<file path="config.mk">
export PLATFORM = sky130hd
export DESIGN_NAME = led_pwm_driver
export DESIGN_NICKNAME = d
export VERILOG_FILES = /design/src/rtl/led_pwm_driver.sv
export SDC_FILE = /design/constraint.sdc
export NUM_CORES = 1
export LEC_CHECK = 0
export CAP_MARGIN = 20
export CORE_MARGIN = 5
export CORE_UTILIZATION = 45
export DETAILED_ROUTE_END_ITERATION = 16
export GPL_ROUTABILITY_DRIVEN = 0
export PLACE_DENSITY = 0.71
export SLEW_MARGIN = 20
export SYNTH_ARGS = -nofsm -noshare
export SYNTH_HDL_FRONTEND = slang
export SYNTH_SLANG_ARGS = --single-unit
</file>
<file path="constraint.sdc">
create_clock -name clk -period 3.9 [get_ports clk]
set_input_delay 0.78 -clock clk [delete_from_list [all_inputs] [get_ports clk]]
set_output_delay 0.78 -clock clk [all_outputs]
set_load 0.02 [all_outputs]
</file>
<file path="src/rtl/led_pwm_driver.sv">
// led_pwm_driver: three-channel PWM LED driver with linear fades between colours.
//
// A free-running counter sets the PWM period (2^PWM_BITS cycles). Each channel
// has a level register that moves toward its target by at most FADE_STEP per
// period. The target is brightness when the channel's colour bit is set and
// enable is high, otherwise 0. Levels change only on the edge that leaves
// cnt = MAX, so a PWM period never changes duty part-way through.
//
// Ports:
//   clk          - rising-edge clock
//   rst          - synchronous active-high reset
//   colour       - colour code: bit 2 red, bit 1 green, bit 0 blue
//   enable       - 1 shows the colour, 0 drives every target to 0
//   brightness   - on-level applied to every channel whose colour bit is set
//   led_r/g/b    - registered PWM outputs, high while cnt < level
//   period_start - registered pulse in each cycle where cnt = 0 (not the first
//                  cycle after reset)

module led_pwm_driver #(
  parameter int unsigned PWM_BITS  = 8,
  parameter int unsigned FADE_STEP = 1
) (
  input  logic                clk,
  input  logic                rst,
  input  logic [2:0]          colour,
  input  logic                enable,
  input  logic [PWM_BITS-1:0] brightness,
  output logic                led_r,
  output logic                led_g,
  output logic                led_b,
  output logic                period_start
);

  localparam int unsigned LW = PWM_BITS;
  // One guard bit so level +/- step never wraps.
  localparam int unsigned XW = PWM_BITS + 1;

  localparam logic [LW-1:0] CNT_MAX = {LW{1'b1}};
  localparam logic [XW-1:0] STEP    = XW'(FADE_STEP);

  logic [LW-1:0] cnt;
  logic [LW-1:0] lvl_r;
  logic [LW-1:0] lvl_g;
  logic [LW-1:0] lvl_b;

  logic          boundary_c;
  logic [LW-1:0] tgt_r_c;
  logic [LW-1:0] tgt_g_c;
  logic [LW-1:0] tgt_b_c;
  logic [LW-1:0] lvl_r_nxt_c;
  logic [LW-1:0] lvl_g_nxt_c;
  logic [LW-1:0] lvl_b_nxt_c;

  // One fade step from lvl toward tgt, clamped so the target is never overshot.
  function automatic logic [LW-1:0] fade_step(input logic [LW-1:0] lvl,
                                               input logic [LW-1:0] tgt);
    logic [XW-1:0] l;
    logic [XW-1:0] t;
    logic [XW-1:0] up;
    logic [XW-1:0] gap;
    logic [LW-1:0] res;
    l   = {1'b0, lvl};
    t   = {1'b0, tgt};
    up  = l + STEP;
    gap = '0;
    res = lvl;
    if (FADE_STEP == 0) begin
      res = tgt;
    end else if (l < t) begin
      res = (up >= t) ? tgt : up[LW-1:0];
    end else if (l > t) begin
      // Compare the distance rather than subtracting first, so no underflow.
      gap = l - t;
      res = (gap <= STEP) ? tgt : LW'(l - STEP);
    end
    return res;
  endfunction

  // Last cycle of the period: the only cycle whose inputs are consumed.
  assign boundary_c = (cnt == CNT_MAX);

  // Per-channel targets from the current colour / enable / brightness.
  always_comb begin
    tgt_r_c = '0;
    tgt_g_c = '0;
    tgt_b_c = '0;
    if (enable) begin
      if (colour[2]) tgt_r_c = brightness;
      if (colour[1]) tgt_g_c = brightness;
      if (colour[0]) tgt_b_c = brightness;
    end
  end

  // Candidate next levels; committed only at the period boundary.
  always_comb begin
    lvl_r_nxt_c = fade_step(lvl_r, tgt_r_c);
    lvl_g_nxt_c = fade_step(lvl_g, tgt_g_c);
    lvl_b_nxt_c = fade_step(lvl_b, tgt_b_c);
  end

  // Counter, level registers and registered outputs.
  always_ff @(posedge clk) begin
    if (rst) begin
      cnt          <= '0;
      lvl_r        <= '0;
      lvl_g        <= '0;
      lvl_b        <= '0;
      led_r        <= 1'b0;
      led_g        <= 1'b0;
      led_b        <= 1'b0;
      period_start <= 1'b0;
    end else begin
      cnt          <= cnt + LW'(1);
      // Outputs use the level in force during this cycle (old level at MAX).
      led_r        <= (cnt < lvl_r);
      led_g        <= (cnt < lvl_g);
      led_b        <= (cnt < lvl_b);
      period_start <= boundary_c;
      if (boundary_c) begin
        lvl_r <= lvl_r_nxt_c;
        lvl_g <= lvl_g_nxt_c;
        lvl_b <= lvl_b_nxt_c;
      end
    end
  end

endmodule

</file>
==> results.toml <==
[finish]
utilization = 0.538
instances_no_fill = 848
drive_gt1_frac = 0.130
layout.nets = 804
syn_to_final_growth_pct = 18.3
final_cell_area_um2 = 5760
antenna_cells = 0

[timing]
relSlewSlack = 0.468
skew_ns = 0.00807
drv_slew = 0
fin_ws_ns = 0.202
fmax_ghz = 0.270
fin_crit_sh = 0.948
period_minus_slack_ns = 3.70
fin_worst_hold_slack_ns = 0.499
grt_setup_unrepaired = "no"
tightest_slew_ns = 0.793
tns_ns = 0
hold_violations = 0
setup_viol = 0

[setup_path]
critPathLaunchType = "input pin"
crit_path_max_fanout = 5
crit_required_ns = 4.11
critPathKind = "input pin to register"
crit_start = "colour[0]"
arrival_ns = 3.90
r2r-start = "lvl_b[1]$_SDFFE_PP0P_"
crit_path_end_kind = "register"

[cts]
cts_root_buf = "clkbuf_8"
clock_latency_ns = 0.29
h-tree-depth = 2
cts_tree = "built"
clk_path_buf_depth = 2
clkSinkCount = 36
ctsHoldBuffers = 0
clk_pin_slew_ns = 0.08
numCtsBuffers = 5

[grt]
antenna_found_initial = 0
grt.overflow.total = 0
grt_pass1_wl_um = 23500
grt_max_degree = 33
grt_use_total = 0.218
grt_pass1_vias = 5019

[synth]
synth_mux_area_frac = 0.0144
ys_warn_count = 0
synth.ff_latch_count = 36
synth-edff-count = 0
synth_adder_area_share = 0.216
yosysUniqueCellTypes = 70
synthSimpleGateAreaFrac = 0.219
synth-async-reset-ratio = 0
netlist_instances = 639
yosysSeqAreaShare = 0.148
synth_nets = 735
netlist_area_um2 = 4860
synth_top_family_by_area = "compound AO/OA/AOI/OAI gates"
syn_avg_cell_area_um2 = 7.61
synth_ff_type = "dfxtp_1"
synthXorXnorAreaFrac = 0.0666
synth_compound_area_frac = 0.287

[power_and_ir_drop]
power_density_nw_per_um2 = 182
p_leak_nw = 2.56
total_power_mw = 1.05
peakVddDrop_uv = 218

[die]
die_h_um = 114
initial_core_util = 0.455
num_rows = 38
fp.coreArea_um2 = 10700
die_area_um2 = 13000
chipWidth_um = 114
io_pins = 18

[place]
dp_slack_ns = -0.179
post-place-cells = 841
hpwlAfterDp_um = 11200
port_buffers = 17
post_dp_cell_area_um2 = 5610

[route]
vias = 5152
wl_per_cell_um = 16.6
firstDrtPassIters = 5
antenna_left = 0
vias_per_cell = 6.08
drtIter0Drc = 376
drc = 0
routed_wl_um = 14100

[min_path]
min_path_type = "register to register"
min_from = "cnt[0]$_SDFF_PP0_"

[run]
maxCapViolCount = 0

[run_status]
status = "complete, no violations"
## synth_stat cells, types with 6 or more instances
cell type / instances / area (µm²)
xnor2_1: 29 / 254
o21ai_0: 31 / 155
a221oi_1: 6 / 52.6
a211oi_1: 7 / 52.6
nand4_1: 12 / 75.1
xor2_1: 8 / 70.1
mux2i_1: 7 / 70.1
nor3_1: 21 / 105
a31oi_1: 7 / 43.8
nor2_1: 53 / 199
nand3_1: 22 / 110
nand2b_1: 15 / 93.8
clkbuf_1: 14 / 52.6
o21a_1: 9 / 67.6
ha_1: 79 / 988
and2_1: 8 / 50.1
inv_1: 43 / 161
a22o_1: 6 / 52.6
a21oi_1: 36 / 180
nand2_1: 61 / 229
a21o_1: 33 / 248
dfxtp_1: 36 / 721
## registers in the layout, indices dropped and copies added (netlist names)
register and flops:
cnt 8, lvl_b 8, led_r 1, lvl_r 8, led_g 1, led_b 1, lvl_g 8, period_start 1
## what timing repair did
action,4_1_cts,5_1_grt
setup endpoints to repair,0,8
hold endpoints to repair,0,0
setup buffers,0,0
resized for setup,0,10
## cells in the final DEF, fill, tap and decap left out, types with 9 or more instances in the layout
cell type,count
o21ai_0,31
ha_1,78
nand4_1,12
nor2_1,53
nand3_1,22
buf_4,63
o21a_1,9
a21oi_1,36
clkdlybuf4s50_1,16
a21o_1,33
inv_1,43
dfxtp_1,36
nor3_1,21
nand2b_1,15
nand2_1,61
xnor2_1,29
## layout make-up
| type | count | area [µm²] |
|---|---|---|
| Multi-Input combinational cell | 540 | 3950 |
| Clock buffer | 7 | 96.3 |
| Fill cell | 1028 | 4940 |
| Inverter | 45 | 169 |
| Tap cell | 140 | 175 |
| Timing Repair Buffer | 80 | 646 |
| Sequential cell | 36 | 721 |
## cells by family after synthesis
group	count (synthesis)
flip-flops	36
AO/OA/AOI/OAI	194
adder cells (fa/ha/maj)	82
multiplexers	7
AND/OR/NAND/NOR	220
buffers and inverters	63
XOR/XNOR	37
## worst max-delay path, cell delays in order
cell and delay, ns:
clkdlybuf4s50_1 0.48, and3_1 0.23, ha_1 0.20, inv_1 0.06, fa_2 0.38, a211oi_2 0.26, o21a_1 0.17, a22oi_1 0.09
a2111o_1 0.39, o31a_1 0.29, buf_4 0.17, a22oi_1 0.14, nor2_1 0.08, o32ai_2 0.20
## power breakdown
part           internal [mW]  leakage (nW)  total, mW  switching [mW]
Combinational          0.176          2.22      0.369           0.193
Sequential             0.373         0.291      0.379         0.00590
Clock                  0.158        0.0503      0.300           0.142
Total                  0.707          2.56       1.05           0.341
## final timing paths
check	to	slack, ns	depth (start not counted)
worst min register to register	cnt[0]$_SDFF_PP0_	0.50	1
worst max register to register	lvl_b[3]$_SDFFE_PP0P_	0.45	15
worst min-delay path	cnt[0]$_SDFF_PP0_	0.50	1
worst max-delay path	lvl_b[3]$_SDFFE_PP0P_	0.20	14
## metal layers
metal / wire, µm / track usage / up-vias
li1: - / - / 2496
met1: 6110 / 0.280 / 2386
met2: 6530 / 0.361 / 228
met3: 940 / 0.0345 / 42
met4: 513 / 0.0903 / 0
met5: 0 / 0 / -
Power figures use the tool's default switching activity.
